## src/rtl/led_anim_sched.sv

```systemverilog
// led_anim_sched: configuration handshake, step timer and pattern sequencer
// for an 8-LED bar. A run walks the selected pattern onto `out`, one step per
// period, either once (ending with a done pulse) or forever.
// Optional build macro ANIM_PAUSE_EN adds a `pause` input that freezes RUN.
module led_anim_sched #(
    parameter int               PRE_W      = 16,
    parameter logic [PRE_W-1:0] DEF_PERIOD = 16'd1000
) (
    input  logic             clk,
    input  logic             rst,
    input  logic             cfg_valid,
    output logic             cfg_ready,
    input  logic [1:0]       cfg_mode,
    input  logic [PRE_W-1:0] cfg_period,
    input  logic             cfg_loop,
    input  logic             start,
    input  logic             stop,
`ifdef ANIM_PAUSE_EN
    input  logic             pause,
`endif
    output logic             busy,
    output logic             done,
    output logic             step_tick,
    output logic [3:0]       step_idx,
    output logic [7:0]       out
);

    typedef enum logic [1:0] {
        S_IDLE = 2'd0,
        S_ARM  = 2'd1,
        S_RUN  = 2'd2,
        S_DONE = 2'd3
    } state_t;

    localparam logic [1:0] M_FILL   = 2'd0;
    localparam logic [1:0] M_CHASE  = 2'd1;
    localparam logic [1:0] M_BOUNCE = 2'd2;

    state_t           state;
    state_t           state_nxt;
    logic [1:0]       mode_cur;
    logic [PRE_W-1:0] period_cur;
    logic             loop_cur;
    logic [PRE_W-1:0] cnt;
    logic [PRE_W-1:0] reload;
    logic [3:0]       last_idx;
    logic             pause_act;
    logic             cnt_zero;

    // LED value for a given pattern and step index
    function automatic logic [7:0] pattern(input logic [1:0] mode, input logic [3:0] idx);
        logic [7:0] val;
        val = 8'h00;
        case (mode)
            M_FILL: begin
                case (idx)
                    4'd0:  val = 8'h01;
                    4'd1:  val = 8'h03;
                    4'd2:  val = 8'h07;
                    4'd3:  val = 8'h0F;
                    4'd4:  val = 8'h1F;
                    4'd5:  val = 8'h3F;
                    4'd6:  val = 8'h7F;
                    4'd7:  val = 8'hFF;
                    4'd8:  val = 8'h7F;
                    4'd9:  val = 8'h3F;
                    4'd10: val = 8'h1F;
                    4'd11: val = 8'h0F;
                    4'd12: val = 8'h07;
                    4'd13: val = 8'h03;
                    4'd14: val = 8'h01;
                    default: val = 8'h00;
                endcase
            end
            M_CHASE: val = 8'h01 << idx[2:0];
            M_BOUNCE: begin
                case (idx)
                    4'd0:  val = 8'h01;
                    4'd1:  val = 8'h02;
                    4'd2:  val = 8'h04;
                    4'd3:  val = 8'h08;
                    4'd4:  val = 8'h10;
                    4'd5:  val = 8'h20;
                    4'd6:  val = 8'h40;
                    4'd7:  val = 8'h80;
                    4'd8:  val = 8'h40;
                    4'd9:  val = 8'h20;
                    4'd10: val = 8'h10;
                    4'd11: val = 8'h08;
                    4'd12: val = 8'h04;
                    4'd13: val = 8'h02;
                    default: val = 8'h00;
                endcase
            end
            default: val = idx[0] ? 8'h00 : 8'hFF;
        endcase
        return val;
    endfunction

    // Index of the final step of each pattern
    function automatic logic [3:0] last_step(input logic [1:0] mode);
        case (mode)
            M_FILL:   return 4'd15;
            M_CHASE:  return 4'd7;
            M_BOUNCE: return 4'd13;
            default:  return 4'd1;
        endcase
    endfunction

`ifdef ANIM_PAUSE_EN
    assign pause_act = pause;
`else
    assign pause_act = 1'b0;
`endif

    // A period of 0 behaves as 1, so the reload value bottoms out at 0
    assign reload   = (period_cur == '0) ? '0 : period_cur - PRE_W'(1);
    assign last_idx = last_step(mode_cur);
    assign cnt_zero = (cnt == '0);

    // State register
    always_ff @(posedge clk or posedge rst) begin
        if (rst) state <= S_IDLE;
        else     state <= state_nxt;
    end

    // Next-state and status outputs; stop outranks tick and start
    always_comb begin
        state_nxt = state;
        busy      = 1'b0;
        done      = 1'b0;
        cfg_ready = 1'b0;
        step_tick = 1'b0;
        case (state)
            S_IDLE: begin
                cfg_ready = 1'b1;
                if (start && !stop) state_nxt = S_ARM;
            end
            S_ARM: begin
                busy      = 1'b1;
                state_nxt = stop ? S_IDLE : S_RUN;
            end
            S_RUN: begin
                busy = 1'b1;
                if (stop) begin
                    state_nxt = S_IDLE;
                end else if (!pause_act && cnt_zero) begin
                    step_tick = 1'b1;
                    if (step_idx == last_idx && !loop_cur) state_nxt = S_DONE;
                end
            end
            default: begin
                done      = 1'b1;
                state_nxt = S_IDLE;
            end
        endcase
    end

    // Configuration registers; a held-off offer is taken on the first IDLE cycle
    always_ff @(posedge clk or posedge rst) begin
        if (rst) begin
            mode_cur   <= M_FILL;
            period_cur <= DEF_PERIOD;
            loop_cur   <= 1'b0;
        end else if (state == S_IDLE && cfg_valid) begin
            mode_cur   <= cfg_mode;
            period_cur <= cfg_period;
            loop_cur   <= cfg_loop;
        end
    end

    // Step timer, step index and LED output sequencing
    always_ff @(posedge clk or posedge rst) begin
        if (rst) begin
            cnt      <= '0;
            step_idx <= 4'd0;
            out      <= 8'h00;
        end else begin
            case (state)
                S_ARM: begin
                    step_idx <= 4'd0;
                    if (stop) begin
                        out <= 8'h00;
                    end else begin
                        cnt <= reload;
                        out <= pattern(mode_cur, 4'd0);
                    end
                end
                S_RUN: begin
                    if (stop) begin
                        out      <= 8'h00;
                        step_idx <= 4'd0;
                    end else if (!pause_act) begin
                        if (cnt_zero) begin
                            cnt <= reload;
                            if (step_idx == last_idx) begin
                                if (loop_cur) begin
                                    step_idx <= 4'd0;
                                    out      <= pattern(mode_cur, 4'd0);
                                end
                            end else begin
                                step_idx <= step_idx + 4'd1;
                                out      <= pattern(mode_cur, step_idx + 4'd1);
                            end
                        end else begin
                            cnt <= cnt - PRE_W'(1);
                        end
                    end
                end
                S_DONE: begin
                    out      <= 8'h00;
                    step_idx <= 4'd0;
                end
                default: ;
            endcase
        end
    end

endmodule
```

## config.mk

```make
export PLATFORM = sky130hd
export DESIGN_NAME = led_anim_sched
export DESIGN_NICKNAME = d
export VERILOG_FILES = /design/src/rtl/led_anim_sched.sv
export SDC_FILE = /design/constraint.sdc
export NUM_CORES = 1
export LEC_CHECK = 0
export ABC_AREA = 1
export CORE_AREA = 5 5 112 103
export DETAILED_ROUTE_END_ITERATION = 12
export DIE_AREA = 0 0 117 108
export GPL_ROUTABILITY_DRIVEN = 0
export MAX_ROUTING_LAYER = met4
export RECOVER_POWER = 100
export SYNTH_ARGS = -nofsm -noshare
export SYNTH_HDL_FRONTEND = slang
export SYNTH_SLANG_ARGS = --single-unit
```

## constraint.sdc

```tcl
create_clock -name clk -period 2.69 [get_ports clk]
set_clock_uncertainty 0.2 [all_clocks]
set_input_delay 0.6725 -clock clk [delete_from_list [all_inputs] [get_ports clk]]
set_output_delay 0.6725 -clock clk [all_outputs]
set_load 0.01 [all_outputs]
```

# Yosys cells after proc, flatten, opt, wreduce, memory -nomap -nowiden
# Memory sizes are Yosys's and may differ from the RTL's.
# Cells that the tools add are included.
[word_totals]
reg_bits = 49
romBits = 256
n_memories = 2
[classes]
addsub = 3
eq_ne = 12
shifts = 1
muxes = 32
n_reduce_logical = 20
[mem_list]
columns = ["memory", "words", "width", "read_ports", "rd_ports_with_merged_regs", "wr", "line", "rtl"]
rows = [
  ["(no name shown)", 16, 8, 1, 0, 0, "56", "case (idx)"],
  ["(no name shown)", 16, 8, 1, 0, 0, "77", "case (idx)"],
]
[op_table]
columns = ["cell", "count"]
rows = [
  ["two-way mux 16 bit", 4],
  ["two-way mux 8 bit", 7],
  ["case mux 8 bit (3 select lines)", 2],
  ["logical NOT 16 bit", 2],
  ["case mux 16 bit (2 select lines)", 1],
  ["subtractor 16 x 1 -> 16 bit (second input constant)", 2],
  ["two-way mux 4 bit", 4],
  ["case mux 4 bit (3 select lines)", 1],
  ["AND reduction 3 bit", 4],
  ["two-way mux 2 bit", 5],
  ["case mux 4 bit (2 select lines)", 1],
  ["<< shifter 1 x 3 -> 8 bit (first input constant)", 1],
  ["equality test 2 bit (second input constant)", 3],
  ["two-way mux 1 bit", 6],
  ["!= test 2 bit (second input constant)", 3],
  ["!= test 3 bit (second input constant)", 2],
  ["case mux 2 bit (3 select lines)", 1],
  ["OR reduction 3 bit", 2],
  ["adder 4 x 1 -> 4 bit (second input constant)", 1],
  ["equality test 2 x 1 -> 1 bit (second input constant)", 2],
  ["equality test 4 bit", 1],
  ["logical NOT 2 bit", 2],
  ["!= test 4 bit (second input constant)", 1],
  ["nonzero test 2 bit", 2],
  ["4 further kinds", 8],
]

# Depth between registers and ports, before layout
# Gate-level depths: netlist (run 1).
[logic_depth]
depth_word = 8
depth_mapped = 14

# Least setup slack after synthesis (run 1)
# Ideal clock, no wire load.
[synth_timing]
kind = "flip-flop to output port"
start = "register state[0]"
end = "output port step_tick"
t_arrival_ns = 1.224
required_ns = 1.817
slack_ns = 0.594
path_stages_with_launch = 7
path_buffers = 0
path_cell_list = "dfrtp_1 > inv_1 > ha_1 > inv_1 > nor2_1 > inv_1 > nor2_1"
[synth_via]
elab_chain_len = 2
[synth_rtl]
columns = ["element", "line", "rtl"]
rows = [
  ["from (decl)", "39", "state_t state;"],
  ["from (signal assigned)", "124", "else state <= state_nxt;"],
  ["equality test 2 bit", "134", "case (state)"],
  ["two-way mux 1 bit", "134", ""],
  ["to (decl)", "23", "output logic step_tick,"],
]
# No other way between the ends.

# Worst setup path in the final report (run 1)
[layout_timing]
start = "register state[0]"
end = "output port busy"
[layout_via]
elab_chain_len = 3
elab_cells_between_ends = 4
[layout_rtl]
columns = ["element", "line", "rtl"]
rows = [
  ["equality test 2 bit or equality test 2 x 1 -> 1 bit (tied branches)", "134", ""],
  ["OR reduction 2 bit (no source line) (*)", "n/a", ""],
  ["two-way mux 1 bit (*)", "134", ""],
  ["to (decl)", "21", "output logic busy,"],
]
# Mark *: on every way between the ends. The rest lies on a longest branch, timed or not.

==> metrics, run 1 <==
status=completed; max-cap viol count=0; GRT Overall Usage=14.96%; fmax=0.3905 GHz; hold_buf cts=0; H-tree depth=2; Cells after Synth=517; Nets=604; first-pass GRT wire length=15,010 um; layout cell share with drive strength beyond 1=7.760%; Post-CTS Setup Bufs=0; Die ar.=0.01264 mm^2; clock sinks=49; TritonCTS clock tree=yes; Overall Power=4.339 mW; vias=3,380; Net Count, Synth=555; Detailed Route Iter0 Violations=225; worst-path cell chain=inv_1, ha_1, dlygate4sd3_1; Root Driver=clkbuf_16; wl on met1=4548 um; Final Hold Vio Count=0; flops & latches, synth=49; Port Buf Inserts=39; Reg2Reg Setup Slack=300 ps; CTS Buf Count=5; pwr/cell area=1015 mW/mm^2; dpl cells=688; critical path's slowest cell=dlygate4sd3_1; core area=0.01016 mm^2; fin. max-slew vios=0; Seq/Total Area, Yosys=34.33%; Syn Std Cell Area=0.003593 mm^2; drt pass-1 iters=5; final WL=8657 um; Worst Hold Endpoint=loop_cur; CP peak stage delay=610 ps; count of flip-flops with a built-in enable after synthesis=0; Clk Latency, worst-skew pair=280 ps; P_sw=1.955 mW; Remaining Overflow, GRT=0; Worst Hold Depth=1; Reg2Reg Depth=10; met2 WL=3595 um; initial antenna violation count=0; cell taking the most area after synthesis=dfrtp_1; ant diodes=0; met3 wire length=382 um; largest net degree at the start of global routing=50; Syn-to-layout area delta=18.94%; Pint=2.385 mW; Clock Power Share=15.2%; Yosys warnings=0; Post-Place Worst Slack=-229.5 ps; Initial Utilization=35.37%; Final Setup Violations=0; hold wc startpoint=loop_cur; kind of critical path=register to output pin; chip height=108 um; Critical R2R Launch=mode_cur[0]; Finished Layout Cells=696; DRC viols=0; die width=117 um; Post-DRT Antenna Nets=0; synth top area cells=dfrtp_1 (30%), nand2_1 (14%), nor2_1 (6.9%); cell types with the highest counts after synthesis=nand2_1 (130), nor2_1 (66), inv_1 (64), nand3_1 (45), dfrtp_1 (43); Synth cell types=37; sequential share of power=32.8%; startpoint types=register; Site Rows=35; final critical-path setup slack=129.2 ps; Worst-Margin Slew=1206 ps; Critical R2R Capture=step_idx[2]; final period utilization=95.20%; CP arrival=1690 ps; Min-Delay Path Class=register to register; Clk pin slew, worst setup/hold paths=60 ps; Max Buffers Root-to-Sink=2; Rel. slew slack=19.61%; vias per cell=4.856; asr flop ratio synth=100.0%; Ports=40; switching portion of total power=45.04%; drt wl/cell=12.44 um; critical path capture point type=output pin; top-count cell post-synth=nand2_1; post-synth top area share=29.94%; post-DP HPWL=6694 um; Peak VDD IR=400.8 uV; Synth Flop Type=dfrtp_1; Highest Signal Layer=met4; Crit path required time=1820 ps; unrepaired setup endpoints after global routing=no; utilization after layout=42.07%; Tmin final=2561 ps; number of global-route vias before repair=3,162; CP max FO=4; P_leak=2.031 nW; Avg Inst Size Synth=6.951 um^2; combinational power share=52.0%
power by group through the flow:
stage | sequential [mW] | combinational [mW] | clock, mW
after floorplan | 1.39 | 1.72 | 0
after global placement | 1.44 | 2.32 | 0
after detailed placement | 1.45 | 2.34 | 0
after CTS | 1.44 | 2.35 | 0.685
after global routing | 1.48 | 2.59 | 0.717
final | 1.42 | 2.26 | 0.661
cell usage in the layout, fill, tap and decap left out, drive strengths merged:
master,synthesis,final
or2,3,3
o211ai,6,6
inv,65,64
clkdlybuf4s50,0,22
nor2,75,75
nand3b,2,2
dfstp,6,6
xor2,14,14
ha,14,14
nand3,46,46
nor4,1,1
o21ai,39,39
nand2,137,137
dfrtp,43,43
nand4,7,7
o22ai,1,1
mux2,4,4
clkinv,1,3
buf,4,5
clkbuf,5,15
xnor2,2,2
a31oi,3,3
dlygate4sd3,0,16
nor3,8,8
a21oi,31,31
layer usage:
layer,global-route usage [%],vias to the layer above
met3,1.735,8
met5,-,-
met2,21.16,91
met4,4.586,0
met1,22.25,1520
li1,-,1761
layout make-up:
class | instances | area [um^2]
timing repair buffer | 51 | 461.7
fill | 1063 | 5886
sequential | 49 | 1234
multi-input combinational | 393 | 2012
inverter | 66 | 247.7
clock buffer | 7 | 152.6
clock inverter | 1 | 5.005
tap | 129 | 161.4
worst max-delay path: cells and delay by family, from the launching register on:
kind	cells	cell delay [ps]
fa+ha+maj	1	310
flops	1	400
buf+inv	2	690
per-stage QoR:
step           cell area (um^2)  TNS [ps]  hold WS [ps]
2_1_floorplan              3593         0         268.7
3_3_place_gp               4192    -250.5         282.7
3_5_place_dp               4192    -229.5         286.5
4_1_cts                    4348         0         300.6
5_1_grt                    4274         0         333.9
6_report                   4274         0         295.9
worst max path at each step:
stage,cells after the start,to,startpoint,slack (ps)
final,3,busy,state[0],130
after global routing,6,step_tick,cnt[7],50
after CTS,5,step_tick,stop,50
after detailed placement,5,step_tick,stop,-230
after global placement,5,step_tick,stop,-250
after floorplan,6,step_tick,state[0],590
cell families after synthesis:
group           Yosys count  synth area share, %
compound gates           80                12.43
xor+xnor                 16                3.900
fa+ha+maj                14                4.875
buf+inv                  75                8.809
flops                    49                34.33
mux                       4                1.253
simple gates            279                34.40
flip-flops by register name, indices dropped and copies added, names as in the netlist:
| name | flops |
|---|---|
| cnt | 16 |
| period_cur | 16 |
| out | 8 |
| step_idx | 4 |
| mode_cur | 2 |
| state | 2 |
| loop_cur | 1 |
repair_timing:
| action | in CTS | in global routing |
|---|---|---|
| endpoints found under the hold margin | 0 | 0 |
| resized for setup | 1 | 2 |
| endpoints found under the setup margin | 1 | 1 |
No activity file was read; power rests on OpenSTA's default activity.
==> inputs of run 2 (changes only) <==
--- a/config.mk
+++ b/config.mk
@@ -11,7 +11,9 @@
 export DIE_AREA = 0 0 117 108
 export GPL_ROUTABILITY_DRIVEN = 0
 export MAX_ROUTING_LAYER = met4
+export PLACE_DENSITY = 0.62
 export RECOVER_POWER = 100
+export SLEW_MARGIN = 10
 export SYNTH_ARGS = -nofsm -noshare
 export SYNTH_HDL_FRONTEND = slang
 export SYNTH_SLANG_ARGS = --single-unit
==> metrics, run 2 (synthesis gave the netlist of run 1 again) <==
Syn-to-layout area delta=19.01% (was 18.94%); TritonCTS clock tree=yes (unchanged); Min-Delay Path Class=register to register (unchanged); GRT Overall Usage=15.32% (was 14.96%); ant diodes=0 (unchanged); hold wc startpoint=period_cur[3] (was loop_cur); worst-path cell chain=inv_1, ha_1, dlygate4sd3_1 (unchanged); Reg2Reg Setup Slack=310 ps (was 300 ps); first-pass GRT wire length=15,420 um (was 15,010 um); final WL=8915 um (was 8657 um); Ports=40 (unchanged); sequential share of power=32.6% (was 32.8%); Remaining Overflow, GRT=0 (unchanged); combinational power share=52.9% (was 52.0%); vias=3,437 (was 3,380); CTS Buf Count=5 (unchanged); Final Setup Violations=0 (unchanged); Final Hold Vio Count=0 (unchanged); H-tree depth=2 (unchanged); most common cell after layout, fill and taps aside=nand2_1 (unchanged); Critical Path Source=state[1] (was state[0]); DRC viols=0 (unchanged); initial antenna violation count=0 (unchanged); Port Buf Inserts=39 (unchanged); Crit path required time=1820 ps (about the same); Pint=2.373 mW (was 2.385 mW); Critical R2R Capture=step_idx[1] (was step_idx[2]); number of global-route vias before repair=3,239 (was 3,162); CP max FO=4 (unchanged); CP arrival=1690 ps (about the same); Worst Hold Depth=2 (was 1); vias per cell=4.945 (was 4.856); largest net degree at the start of global routing=50 (unchanged); P_leak=2.037 nW (was 2.031 nW); drt pass-1 iters=7 (was 5); startpoint types=register (unchanged); unrepaired setup endpoints after global routing=no (unchanged); kind of critical path=register to output pin (unchanged); Initial Utilization=35.37% (unchanged); layout cell share with drive strength beyond 1=8.657% (was 7.760%); Max Buffers Root-to-Sink=2 (unchanged); status=completed (unchanged); Critical R2R Launch=mode_cur[0] (unchanged); final critical-path setup slack=129.1 ps (was 129.2 ps); Clk pin slew, worst setup/hold paths=70 ps (was 60 ps); # resized after CTS=1 (unchanged); critical path's slowest cell=dlygate4sd3_1 (unchanged); Detailed Route Iter0 Violations=177 (was 225); Post-CTS Setup Bufs=0 (unchanged); max-cap viol count=0 (unchanged); Reg2Reg Depth=10 (unchanged); filler instances=1,097 (was 1,063); final period utilization=95.20% (about the same); CP peak stage delay=610 ps (about the same); Site Rows=35 (unchanged); Post-Place Worst Slack=-271.5 ps (was -229.5 ps); core area=0.01016 mm^2 (unchanged); chip height=108 um (unchanged); largest registers=cnt: 16 flops, period_cur: 16 flops, out: 8 flops (unchanged); most frequent cells in the layout=nand2_1 (132), nor2_1 (68), inv_1 (64) (was nand2_1 (132), nor2_1 (69), inv_1 (64)); Clock Power Share=14.5% (was 15.2%); critical path capture point type=output pin (unchanged); Post-DRT Antenna Nets=0 (unchanged); Tmin final=2561 ps (about the same); Rel. slew slack=17.80% (was 19.61%); die width=117 um (unchanged); drt wl/cell=12.83 um (was 12.44 um); clock sinks=49 (unchanged); Clk Latency, worst-skew pair=290 ps (was 280 ps); Die ar.=0.01264 mm^2 (unchanged); hold_buf cts=0 (unchanged); Worst-Margin Slew=1233 ps (was 1206 ps); switching portion of total power=45.43% (was 45.04%); post-DP HPWL=6863 um (was 6694 um); Peak VDD IR=366.8 uV (was 400.8 uV); fmax=0.3905 GHz (about the same); Worst Hold Endpoint=period_cur[3] (was loop_cur); P_sw=1.975 mW (was 1.955 mW); fin. max-slew vios=0 (unchanged); Root Driver=clkbuf_16 (unchanged); Nets=603 (was 604); pwr/cell area=1017 mW/mm^2 (was 1015 mW/mm^2); utilization after layout=42.09% (was 42.07%)
-- run 2: through the flow --
stage                     power, mW  TNS [ps]  hold WS (ps)  cell area, um^2  std cells
final                         4.348         0         311.6             4277        695
after global routing          4.765         0         330.5             4277        695
after CTS                     4.459         0         313.6             4329        695
after detailed placement      3.802    -271.5         292.3             4184        687
after global placement        3.742    -253.4         282.9             4184        687
after floorplan               3.109         0         268.7             3593        517
-- run 2: per-layer routing --
layer	up-vias	part of all wire [%]	track usage [%]
li1	1761	-	-
met1	1582	50	22.51
met2	88	45	22.34
met3	6	3.9	2.294
met4	0	0.86	3.194
met5	-	0	-
-- run 2: power by group through the flow --
stage / clock, mW / combinational (mW) / sequential (mW)
finish: 0.631 / 2.30 / 1.42
global route: 0.681 / 2.61 / 1.48
CTS: 0.652 / 2.37 / 1.44
detailed placement: 0 / 2.36 / 1.44
global placement: 0 / 2.31 / 1.44
floorplan: 0 / 1.72 / 1.39
-- run 2: worst max path at each step --
stage	endpoint	slack, ps	cells past startpoint
after floorplan	step_tick	590	6
after global placement	step_tick	-250	5
after detailed placement	step_tick	-270	5
after CTS	step_tick	6	5
after global routing	step_tick	50	6
final	busy	130	3
-- run 2: final cells by class --
class	count	area, um^2	area share, %
repair buffers	50	470.5	11.00
flip-flops and latches	49	1234	28.85
inverters	66	247.7	5.793
clock buffers	8	146.4	3.423
multi-input cells	393	2017	47.16
well taps	129	161.4	3.774
-- run 2: worst max-delay path, delay by kind of cell, from the launching register on --
kind                     cells  cell delay [ps]
adder cells (fa/ha/maj)      1              290
buffers and inverters        2              690
flip-flops                   1              420
==> inputs of run 3 (changes only) <==
--- a/config.mk
+++ b/config.mk
@@ -7,6 +7,7 @@
 export LEC_CHECK = 0
 export ABC_AREA = 1
 export CORE_AREA = 5 5 112 103
+export CTS_BUF_LIST = sky130_fd_sc_hd__clkbuf_16
 export DETAILED_ROUTE_END_ITERATION = 12
 export DIE_AREA = 0 0 117 108
 export GPL_ROUTABILITY_DRIVEN = 0
==> metrics, run 3 (synthesis gave the netlist of run 1 again) <==
critical path's slowest cell=dlygate4sd3_1 (unchanged); dpl cells=687 (unchanged); core area=0.01016 mm^2 (unchanged); Root Driver=clkbuf_16 (unchanged); Min-Delay Path Class=register to register (unchanged); largest net degree at the start of global routing=50 (unchanged); Clk pin slew, worst setup/hold paths=70 ps (about the same); Critical R2R Capture=step_idx[1] (unchanged); combinational power share=53.2% (was 52.9%); largest registers=cnt: 16 flops, period_cur: 16 flops, out: 8 flops (unchanged); final period utilization=95.28% (was 95.20%); Crit path required time=1820 ps (about the same); status=completed (unchanged); Site Rows=35 (unchanged); P_leak=2.040 nW (was 2.037 nW); Final Hold Vio Count=0 (unchanged); CP endpoint=busy (unchanged); Rel. slew slack=16.80% (was 17.80%); Clock Power Share=13.8% (was 14.5%); Overall Power=4.313 mW (was 4.348 mW); drt wl/cell=12.86 um (was 12.83 um); startpoint types=register (unchanged); Critical Path Stages=3 (unchanged); Port Buf Inserts=39 (unchanged); Pint=2.336 mW (was 2.373 mW); H-tree depth=2 (unchanged); area of the multi-input gates=0.002017 mm^2 (unchanged); worst-path cell chain=inv_1, ha_1, dlygate4sd3_1 (unchanged); most common cell after layout, fill and taps aside=nand2_1 (unchanged); crit-path leading delay family=buffers and inverters (unchanged); pwr/cell area=1011 mW/mm^2 (was 1017 mW/mm^2); unrepaired setup endpoints after global routing=no (unchanged); Ports=40 (unchanged); Detailed Route Iter0 Violations=162 (was 177); Finished Layout Cells=695 (unchanged); GRT Overall Usage=15.35% (was 15.32%); Peak VDD IR=365.7 uV (was 366.8 uV); DRC viols=0 (unchanged); Finished Cell Area=0.004267 mm^2 (was 0.004277 mm^2); Remaining Overflow, GRT=0 (unchanged); clock sinks=49 (unchanged); most frequent cells in the layout=nand2_1 (132), nor2_1 (68), inv_1 (66) (was nand2_1 (132), nor2_1 (68), inv_1 (64)); Initial Utilization=35.37% (unchanged); drt pass-1 iters=5 (was 7); die width=117 um (unchanged); Reg2Reg Setup Slack=300 ps (was 310 ps); CP arrival=1690 ps (about the same); Clk Latency, worst-skew pair=290 ps (about the same); chip height=108 um (unchanged); switching portion of total power=45.83% (was 45.43%); setup TNS=0 ps (unchanged); Critical R2R Launch=mode_cur[0] (unchanged); Tmin final=2563 ps (was 2561 ps); layout cell share with drive strength beyond 1=8.481% (was 8.657%); Syn-to-layout area delta=18.73% (was 19.01%); first-pass GRT wire length=15,440 um (was 15,420 um); critical path capture point type=output pin (unchanged); Nets=603 (unchanged); Max Buffers Root-to-Sink=2 (unchanged); Post-DRT Antenna Nets=0 (unchanged); fin. max-slew vios=0 (unchanged); CTS Buf Count=5 (unchanged); Worst-Margin Slew=1248 ps (was 1233 ps); Reg2Reg Depth=10 (unchanged); P_sw=1.977 mW (was 1.975 mW); worst path bufs/invs=2 (unchanged); vias per cell=4.934 (was 4.945); Register Area=0.001234 mm^2 (unchanged); max-cap viol count=0 (unchanged); initial antenna violation count=0 (unchanged); CP peak stage delay=610 ps (about the same); Final Setup Violations=0 (unchanged); kind of critical path=register to output pin (unchanged); sequential share of power=32.9% (was 32.6%); filler instances=1,099 (was 1,097); TritonCTS clock tree=yes (unchanged); number of global-route vias before repair=3,241 (was 3,239); CP max FO=4 (unchanged); post-DP HPWL=6863 um (unchanged); vias=3,429 (was 3,437); Die ar.=0.01264 mm^2 (unchanged); fmax=0.3901 GHz (was 0.3905 GHz); Post-DP Area=0.004184 mm^2 (unchanged); utilization after layout=42.00% (was 42.09%); Critical Path Source=state[1] (unchanged); ant diodes=0 (unchanged); final WL=8936 um (was 8915 um)
==> run 3: changes by cell type in the layout (fill, tap and decap cells not counted) <==
cell / previous run / this run
clkbuf_8: 1 / 0
clkbuf_1: 4 / 2
inv_1: 64 / 66
clkinv_1: 2 / 3
==> run 3: through the flow <==
stage / hold WS [ps] / setup slack, ps
global placement: 282.9 / -253.4
finish: 311.6 / 126.9
detailed placement: 292.3 / -271.5
floorplan: 268.7 / 593.8
CTS: 313.6 / 5.503
global route: 330.5 / 45.84
==> run 3: repair_timing <==
action	CTS	global route
endpoints found under the setup margin	1	1
hold buffers	0	0
resized for setup	1	3
setup buffers	0	0
==> run 3: worst register-to-register path, cell delays in order (launching register included) <==
cell and delay [ps]:
dfrtp_1 470, nand2_1 310, inv_1 160, nand2_1 100, nand2_2 50, nor3_2 170, nand3b_1 160, nand2_1 190
nand2_2 240, nand3_1 130, o21ai_0 90
==> run 3: layer usage <==
metal / GRT usage, % / vias to the layer above / share of wire, %
met5: - / - / 0
met4: 3.194 / 0 / 0.86
met3: 2.294 / 6 / 3.8
met2: 22.34 / 84 / 45
met1: 22.58 / 1579 / 51
li1: - / 1760 / -
==> run 3: area by class of cell <==
| class | count | share of cell area [%] |
|---|---|---|
| Sequential cell | 49 | 28.91 |
| Timing Repair Buffer | 50 | 11.03 |
| Multi-Input combinational cell | 393 | 47.27 |
| Tap cell | 129 | 3.783 |
| Clock inverter | 3 | 0.2639 |
| Clock buffer | 5 | 2.933 |
| Inverter | 66 | 5.806 |
==> run 3: worst min-delay path by stage <==
stage / startpoint / end / depth (start not counted)
final: period_cur[3] / period_cur[3] / 2
after global routing: period_cur[3] / period_cur[3] / 2
after CTS: period_cur[3] / period_cur[3] / 2
after detailed placement: loop_cur / loop_cur / 1
after global placement: loop_cur / loop_cur / 1
after floorplan: period_cur[7] / period_cur[7] / 2
==> run 3: power by group through the flow <==
stage,clock network [mW],logic (mW),registers (mW)
finish,0.597,2.30,1.42
global route,0.647,2.61,1.48
CTS,0.617,2.37,1.44
detailed placement,0,2.36,1.44
global placement,0,2.31,1.44
floorplan,0,1.72,1.39
